==> config.mk <==
export PLATFORM = sky130hd
export DESIGN_NAME = huff_canon_enc_flat
export DESIGN_NICKNAME = d
export VERILOG_FILES = /design/src/rtl/huff_canon_enc_if.sv /design/src/rtl/huff_canon_enc.sv /design/src/flat_wrapper.sv
export SDC_FILE = /design/constraint.sdc
export NUM_CORES = 1
export LEC_CHECK = 0
export CORE_MARGIN = 2
export CORE_UTILIZATION = 25
export DETAILED_ROUTE_END_ITERATION = 16
export MAX_ROUTING_LAYER = met4
export PLACE_DENSITY_LB_ADDON = 0.1
export SYNTH_ARGS = -nofsm -noshare
export SYNTH_HDL_FRONTEND = slang
export SYNTH_SLANG_ARGS = --single-unit
==> constraint.sdc <==
create_clock -name clk -period 4.9 [get_ports clk]
set_clock_uncertainty 0.15 [all_clocks]
set_input_delay 0.49 -clock clk [delete_from_list [all_inputs] [get_ports clk]]
set_output_delay 0.49 -clock clk [all_outputs]
set_load 0.01 [all_outputs]
==> src/rtl/huff_canon_enc_if.sv <==
// Table-load, stream-in and packed-word-out signals of the canonical Huffman encoder.
interface huff_canon_enc_if #(
  parameter int NSYM    = 10,
  parameter int SYM_W   = 4,
  parameter int MAX_LEN = 9,
  parameter int OUT_W   = 16
);
  localparam int LEN_W = $clog2(MAX_LEN + 1);
  localparam int CNT_W = $clog2(OUT_W + 1);

  logic             len_we;
  logic [SYM_W-1:0] len_sym;
  logic [LEN_W-1:0] len_val;
  logic             build_start;
  logic             tbl_ready;
  logic             tbl_err;
  logic             in_valid;
  logic             in_ready;
  logic [SYM_W-1:0] in_sym;
  logic             in_last;
  logic             out_valid;
  logic             out_ready;
  logic [OUT_W-1:0] out_data;
  logic             out_last;
  logic [CNT_W-1:0] out_nbits;

  modport master (
    output len_we, len_sym, len_val, build_start, in_valid, in_sym, in_last, out_ready,
    input  tbl_ready, tbl_err, in_ready, out_valid, out_data, out_last, out_nbits
  );

  modport slave (
    input  len_we, len_sym, len_val, build_start, in_valid, in_sym, in_last, out_ready,
    output tbl_ready, tbl_err, in_ready, out_valid, out_data, out_last, out_nbits
  );
endinterface

==> src/rtl/huff_canon_enc.sv <==
// Canonical Huffman encoder: builds codes from a length table, then packs a symbol stream MSB first.
// IDLE: table load | BUILD: one (length, symbol) pair per cycle | ENC: stream encoding
module huff_canon_enc #(
  parameter int NSYM    = 10,
  parameter int SYM_W   = 4,
  parameter int MAX_LEN = 9,
  parameter int OUT_W   = 16
) (
  input  logic             clk,
  input  logic             rst,
  huff_canon_enc_if.slave  bus
);
  localparam int LEN_W  = $clog2(MAX_LEN + 1);
  localparam int CNT_W  = $clog2(OUT_W + 1);
  localparam int ACC_W  = OUT_W + MAX_LEN - 1;
  localparam int FILL_W = $clog2(ACC_W + 1);
  localparam int CODE_W = MAX_LEN + 2;

  typedef enum logic [1:0] {S_IDLE, S_BUILD, S_ENC} state_e;

  state_e             state_q, state_d;
  logic [LEN_W-1:0]   len_tbl_q [NSYM];
  logic [MAX_LEN-1:0] code_tbl_q [NSYM];
  logic [LEN_W-1:0]   l_q, l_d;
  logic [SYM_W-1:0]   s_q, s_d;
  logic [CODE_W-1:0]  code_q, code_d;
  logic               err_q, err_d;
  logic [ACC_W-1:0]   acc_q, acc_d;
  logic [FILL_W-1:0]  fill_q, fill_d;
  logic               flush_q, flush_d;
  logic               open_q, open_d;

  logic [LEN_W-1:0]   cur_len, sym_len;
  logic [MAX_LEN-1:0] sym_code;
  logic [CODE_W-1:0]  code_inc;
  logic [ACC_W-1:0]   placed;
  logic hit, over, code_we, sym_ok, in_rdy, out_vld, last_word, emit, accept, wr_ok;

  assign cur_len  = len_tbl_q[s_q];
  assign hit      = (state_q == S_BUILD) && (cur_len == l_q);
  assign over     = (code_q >> l_q) != '0;
  assign code_we  = hit && !over;
  assign code_inc = code_q + {{(CODE_W-1){1'b0}}, code_we};

  assign sym_ok   = {1'b0, bus.in_sym} < (SYM_W+1)'(NSYM);
  assign sym_len  = sym_ok ? len_tbl_q[bus.in_sym] : '0;
  // Mask keeps stale entries of an oversubscribed table from spilling above the code length
  assign sym_code = (sym_ok ? code_tbl_q[bus.in_sym] : '0) & MAX_LEN'((32'd1 << sym_len) - 32'd1);
  assign placed   = ACC_W'(sym_code) << (FILL_W'(ACC_W) - FILL_W'(sym_len));

  assign in_rdy    = (state_q == S_ENC) && (fill_q < FILL_W'(OUT_W)) && !flush_q;
  assign out_vld   = (state_q == S_ENC) && ((fill_q >= FILL_W'(OUT_W)) || flush_q);
  assign last_word = flush_q && (fill_q <= FILL_W'(OUT_W));
  assign emit      = out_vld && bus.out_ready;
  assign accept    = bus.in_valid && in_rdy;
  assign wr_ok     = bus.len_we && ({1'b0, bus.len_sym} < (SYM_W+1)'(NSYM)) &&
                     ((state_q == S_IDLE) ||
                      ((state_q == S_ENC) && (fill_q == '0) && !flush_q && !open_q && !accept));

  always_comb begin
    state_d = state_q;
    l_d     = l_q;
    s_d     = s_q;
    code_d  = code_q;
    err_d   = err_q;
    acc_d   = acc_q;
    fill_d  = fill_q;
    flush_d = flush_q;
    open_d  = open_q;
    if (wr_ok && (bus.len_val > LEN_W'(MAX_LEN))) err_d = 1'b1;
    case (state_q)
      S_IDLE: begin
        if (bus.build_start) begin
          state_d = S_BUILD;
          err_d   = 1'b0;
          l_d     = LEN_W'(1);
          s_d     = '0;
          code_d  = '0;
        end
      end
      S_BUILD: begin
        if (hit && over) err_d = 1'b1;
        if ((l_q == LEN_W'(1)) && (cur_len > LEN_W'(MAX_LEN))) err_d = 1'b1;
        if (s_q == SYM_W'(NSYM - 1)) begin
          s_d    = '0;
          code_d = code_inc << 1;
          if (l_q == LEN_W'(MAX_LEN)) state_d = S_ENC;
          else                         l_d     = l_q + 1'b1;
        end else begin
          s_d    = s_q + 1'b1;
          code_d = code_inc;
        end
      end
      S_ENC: begin
        if (emit) begin
          acc_d  = acc_q << OUT_W;
          fill_d = fill_q - FILL_W'(OUT_W);
          if (last_word) begin
            acc_d   = '0;
            fill_d  = '0;
            flush_d = 1'b0;
          end
        end
        if (accept) begin
          if (sym_len == '0) begin
            err_d = 1'b1;
          end else begin
            acc_d  = acc_d | (placed >> fill_d);
            fill_d = fill_d + FILL_W'(sym_len);
          end
          flush_d = bus.in_last;
          open_d  = !bus.in_last;
        end
        if (wr_ok) state_d = S_IDLE;
      end
      default: state_d = S_IDLE;
    endcase
  end

  always_ff @(posedge clk) begin
    if (rst) begin
      state_q <= S_IDLE;
      l_q     <= '0;
      s_q     <= '0;
      code_q  <= '0;
      err_q   <= 1'b0;
      acc_q   <= '0;
      fill_q  <= '0;
      flush_q <= 1'b0;
      open_q  <= 1'b0;
      for (int i = 0; i < NSYM; i++) begin
        len_tbl_q[i]  <= '0;
        code_tbl_q[i] <= '0;
      end
    end else begin
      state_q <= state_d;
      l_q     <= l_d;
      s_q     <= s_d;
      code_q  <= code_d;
      err_q   <= err_d;
      acc_q   <= acc_d;
      fill_q  <= fill_d;
      flush_q <= flush_d;
      open_q  <= open_d;
      if (wr_ok)   len_tbl_q[bus.len_sym] <= bus.len_val;
      if (code_we) code_tbl_q[s_q]        <= code_q[MAX_LEN-1:0];
    end
  end

  assign bus.tbl_ready = (state_q == S_ENC);
  assign bus.tbl_err   = err_q;
  assign bus.in_ready  = in_rdy;
  assign bus.out_valid = out_vld;
  assign bus.out_data  = acc_q[ACC_W-1 -: OUT_W];
  assign bus.out_last  = out_vld && last_word;
  assign bus.out_nbits = !out_vld ? '0 : (last_word ? CNT_W'(fill_q) : CNT_W'(OUT_W));
endmodule

==> src/flat_wrapper.sv <==
// flat-port wrapper written by rule: the top's interface ports become plain ports
module huff_canon_enc_flat 
#(
  parameter int NSYM    = 10,
  parameter int SYM_W   = 4,
  parameter int MAX_LEN = 9,
  parameter int OUT_W   = 16
)
  (clk, rst, bus_len_we, bus_len_sym, bus_len_val, bus_build_start, bus_in_valid, bus_in_sym, bus_in_last, bus_out_ready, bus_tbl_ready, bus_tbl_err, bus_in_ready, bus_out_valid, bus_out_data, bus_out_last, bus_out_nbits);
  huff_canon_enc_if #(.NSYM(NSYM), .SYM_W(SYM_W), .MAX_LEN(MAX_LEN), .OUT_W(OUT_W)) bus_i ();
  input  logic clk;
  input  logic rst;
  input wire logic [$bits(bus_i.len_we)-1:0] bus_len_we;
  input wire logic [$bits(bus_i.len_sym)-1:0] bus_len_sym;
  input wire logic [$bits(bus_i.len_val)-1:0] bus_len_val;
  input wire logic [$bits(bus_i.build_start)-1:0] bus_build_start;
  input wire logic [$bits(bus_i.in_valid)-1:0] bus_in_valid;
  input wire logic [$bits(bus_i.in_sym)-1:0] bus_in_sym;
  input wire logic [$bits(bus_i.in_last)-1:0] bus_in_last;
  input wire logic [$bits(bus_i.out_ready)-1:0] bus_out_ready;
  output wire logic [$bits(bus_i.tbl_ready)-1:0] bus_tbl_ready;
  output wire logic [$bits(bus_i.tbl_err)-1:0] bus_tbl_err;
  output wire logic [$bits(bus_i.in_ready)-1:0] bus_in_ready;
  output wire logic [$bits(bus_i.out_valid)-1:0] bus_out_valid;
  output wire logic [$bits(bus_i.out_data)-1:0] bus_out_data;
  output wire logic [$bits(bus_i.out_last)-1:0] bus_out_last;
  output wire logic [$bits(bus_i.out_nbits)-1:0] bus_out_nbits;
  assign bus_i.len_we = bus_len_we;
  assign bus_i.len_sym = bus_len_sym;
  assign bus_i.len_val = bus_len_val;
  assign bus_i.build_start = bus_build_start;
  assign bus_i.in_valid = bus_in_valid;
  assign bus_i.in_sym = bus_in_sym;
  assign bus_i.in_last = bus_in_last;
  assign bus_i.out_ready = bus_out_ready;
  assign bus_tbl_ready = bus_i.tbl_ready;
  assign bus_tbl_err = bus_i.tbl_err;
  assign bus_in_ready = bus_i.in_ready;
  assign bus_out_valid = bus_i.out_valid;
  assign bus_out_data = bus_i.out_data;
  assign bus_out_last = bus_i.out_last;
  assign bus_out_nbits = bus_i.out_nbits;
  huff_canon_enc #(.NSYM(NSYM), .SYM_W(SYM_W), .MAX_LEN(MAX_LEN), .OUT_W(OUT_W)) u_core (.clk(clk), .rst(rst), .bus(bus_i));
endmodule
==> metrics.md <==
| Metric | Value |
|---|---|
| Multi-input logic area | 6520 um^2 |
| Routed vias | 10500 |
| FILL cells | 5312 |
| Slew margin rel. | 21.4% |
| Pre-Repair DR Iteration Count | 5 |
| CTS root buffer | clkbuf_16 |
| Pre-CTS WS | -677 ps |
| Initial DRC count | 724 |
| Final period utilization | 95.9% |
| PortBufs | 44 |
| Total CTS buffers | 27 |
| Post-synth top area cell | edfxtp_1 |
| Full die area | 52500 um^2 |
| Adder-cell area share of the yosys netlist | 1.56% |
| Minimum clock period | 4700 ps |
| Mapped Area | 12700 um^2 |
| Synth top area cells | edfxtp_1, dfxtp_1, nor2_1, mux4_2, mux2i_1 |
| Overflow after GRT | 0 |
| WL/cell | 20.3 um |
| Pleak | 5.65 nW |
| FFs w/ async S/R, synth | 0% |
| Post-synth top area share | 36.5% |
| Final Hold Vio Count | 0 |
| Vias in the first global route | 10500 |
| Post-DP HPWL | 31900 um |
| Gp weighted congestion | 0.852 |
| Global-route wire length before repair | 66000 um |
| Fin nets | 1459 |
| Crit. End Element | flip-flop |
| Row count | 82 |
| Largest family of logic cells by synthesized area | simple AND/OR/NAND/NOR gates |
| EDFF count, synth | 154 |
| Clk sinks | 211 |
| Critical path class | flip-flop to flip-flop |
| GRT Resource Usage Total | 16.6% |
| Mux share of post-synthesis cell area | 9.26% |
| Drt via density | 4.95 |
| Syn avg cell area | 9.96 um^2 |
| Critical Path Fanout Max | 6 |
| # setup viols final | 0 |
| Bufs on Longest Clock Path | 3 |
| Simple-gate share of the synthesized area | 20.4% |
| CP Launch Type | flip-flop |
| Initial Util | 25.3% |
| Overall routed net length | 43000 um |
| FF/Latch Area | 5770 um^2 |
| Hold Path Class | primary input to flip-flop |
| Layout cells sized above 1 | 20.8% |
| CP Data Arrival Time | 5030 ps |
| Power Dens Cells | 301 nW/um^2 |
| Number of placed I/O pins | 45 |
| P&R area growth vs syn | 23.8% |
| # DRC | 0 |
| H-tree levels | 1 |
| Actual slew at the worst max-slew pin | 1180 ps |
| Die width | 229 um |
| Gate Count Post-Synth | 1271 |
| Post-CTS Hold Fix Bufs | 0 |
| DRT antenna net count | 0 |
| Max Slew Vio Count | 0 |
| Status | finished clean |
| Compound-Gate Fraction of Synth Area | 16.6% |
| Max Cap Viol | 0 |
| Largest net degree at the start of global routing | 44 |
| Post-synthesis xor/xnor area fraction | 1.44% |
| CP Data Required Time | 5230 ps |
| Post-synth top flop | edfxtp_1 |
| Register bit total from synthesis | 211 |
| Count of different cell masters after synthesis | 110 |
| Final instance area | 15700 um^2 |
| Die Y | 229 um |
| Initial antenna violation count | 1 |
| Clock Latency Late Sink | 570 ps |
| TritonCTS clock tree | done |
| Post-synthesis sequential area ratio | 45.5% |
| Highest clock rate | 0.213 GHz |
| Final WS setup | 202 ps |
| N_diodes | 0 |
| Peak supply drop | 0.255 mV |
| Placed cell areas | 14700 um^2 |
| Core area | 50100 um^2 |
| Ys Warns | 0 |
| CTS clk-pin slew, worst paths | 60 ps |
-- final cells by class --
cell class              instances  share of cell area, %
inverters                      36                  0.911
well taps                     672                   5.37
repair buffers                195                   10.2
multi-input cells             954                   41.6
clock inverters                11                  0.487
clock buffers                  37                   4.55
flip-flops and latches        211                   36.8
-- what timing repair did --
item | CTS | global route
resized for setup | 3 | 31
setup buffers | 0 | 5
endpoints found under the setup margin | 9 | 24
pin swaps | 0 | 15
-- critical path, cell delays in order (launching register included) --
cell       delay, ps
edfxtp_1         420
mux2i_1          180
buf_4            140
o22ai_1           90
or3_4            400
nor2_4           130
ha_2             180
inv_1             50
or4_4            450
ha_4             210
nand2b_4          70
o21ai_1           80
nor4_2           290
a22oi_2          150
o22ai_4          290
a211oi_2         110
o31a_1           380
o2bb2ai_2        160
buf_4            170
nor2_1           110
a21oi_2           80
buf_4            170
a211oi_2         160
-- where the power goes --
part	switching, mW	internal [mW]
registers	0.0248	1.97
clock network	0.809	1.02
logic	0.511	0.381
total	1.34	3.37
-- through the flow --
step / total power, mW / utilization, % / std cells / TNS [ps] / hold WS, ps
global route: 4.91 / 31.3 / 2116 / -19.3 / 160
detailed placement: 2.88 / 29.3 / 2063 / -13070 / 300
global placement: 2.89 / 29.3 / 2063 / -13010 / 309
floorplan: 2.51 / - / 1294 / 0 / 282
finish: 4.71 / 31.3 / 2116 / 0 / 152
CTS: 4.73 / 30.9 / 2111 / 0 / 139
-- kinds of logic (layout without fill, tap and decap cells) --
kind of cell | after synthesis | after routing
other | 1 | 24
xor gates and xnor gates | 20 | 20
adders and majority gates | 16 | 16
DFF | 211 | 211
muxes | 83 | 83
AOI/OAI and AO/OA | 284 | 284
and+or+nand+nor | 527 | 527
buffers and inverters | 129 | 279
-- state kept, by name (all words and copies together), names as in the netlist, named ones only --
signal              count
u_core.acc_q           24
u_core.bus.tbl_err      1
u_core.code_q          11
u_core.code_tbl_q      90
u_core.fill_q           5
u_core.flush_q          1
u_core.l_q              4
u_core.len_tbl_q       64
u_core.open_q           1
u_core.s_q              4
u_core.state_q          2
-- cell usage after synthesis, drive strengths merged (7+ instances only) --
| cell | number |
|---|---|
| o31ai | 12 |
| nor2b | 9 |
| mux4 | 25 |
| a211oi | 16 |
| a21oi | 52 |
| and2 | 30 |
| mux2i | 51 |
| and3 | 23 |
| edfxtp | 154 |
| a22oi | 15 |
| nand4 | 9 |
| o21ai | 55 |
| xor2 | 7 |
| o221ai | 12 |
| a32oi | 13 |
| dfxtp | 57 |
| clkbuf | 51 |
| nor3 | 41 |
| mux2 | 7 |
| nand2 | 112 |
| nor2 | 212 |
| nor4 | 19 |
| nand3 | 29 |
| ha | 15 |
| o22ai | 23 |
| inv | 34 |
| xnor2 | 13 |
| buf | 42 |
| a31oi | 12 |
| o211ai | 20 |
-- layer usage --
metal | routed length, um | up-vias | global-route usage (%)
li1 | - | 5049 | -
met1 | 20400 | 5187 | 22.6
met2 | 20300 | 198 | 26.8
met3 | 1640 | 43 | 2.23
met4 | 609 | 0 | 3.04
met5 | 0 | - | -
-- worst paths after layout --
kind	end	startpoint	cells after the start	slack, ps
worst max-delay path	u_core.acc_q[6]	u_core.len_tbl_q[5][0]	22	200
worst min-delay path	u_core.code_q[1]	rst	2	150
worst max register to register	u_core.acc_q[6]	u_core.len_tbl_q[5][0]	22	200
worst min register to register	u_core.acc_q[0]	u_core.acc_q[0]	2	300
-- cell usage in the layout (no fill, tap or decap), drive strengths merged, types with 15 or more instances in the layout --
master	count
nor2	212
and2	30
o211ai	20
o22ai	23
a211oi	16
clkbuf	37
nand2	112
dfxtp	57
conb	24
nor4	19
buf	153
nor3	41
edfxtp	154
inv	35
nand3	29
a21oi	52
ha	15
and3	23
mux4	25
a22oi	15
mux2i	51
o21ai	55
clkdlybuf4s50	39
(Power assumes the default switching activity.)
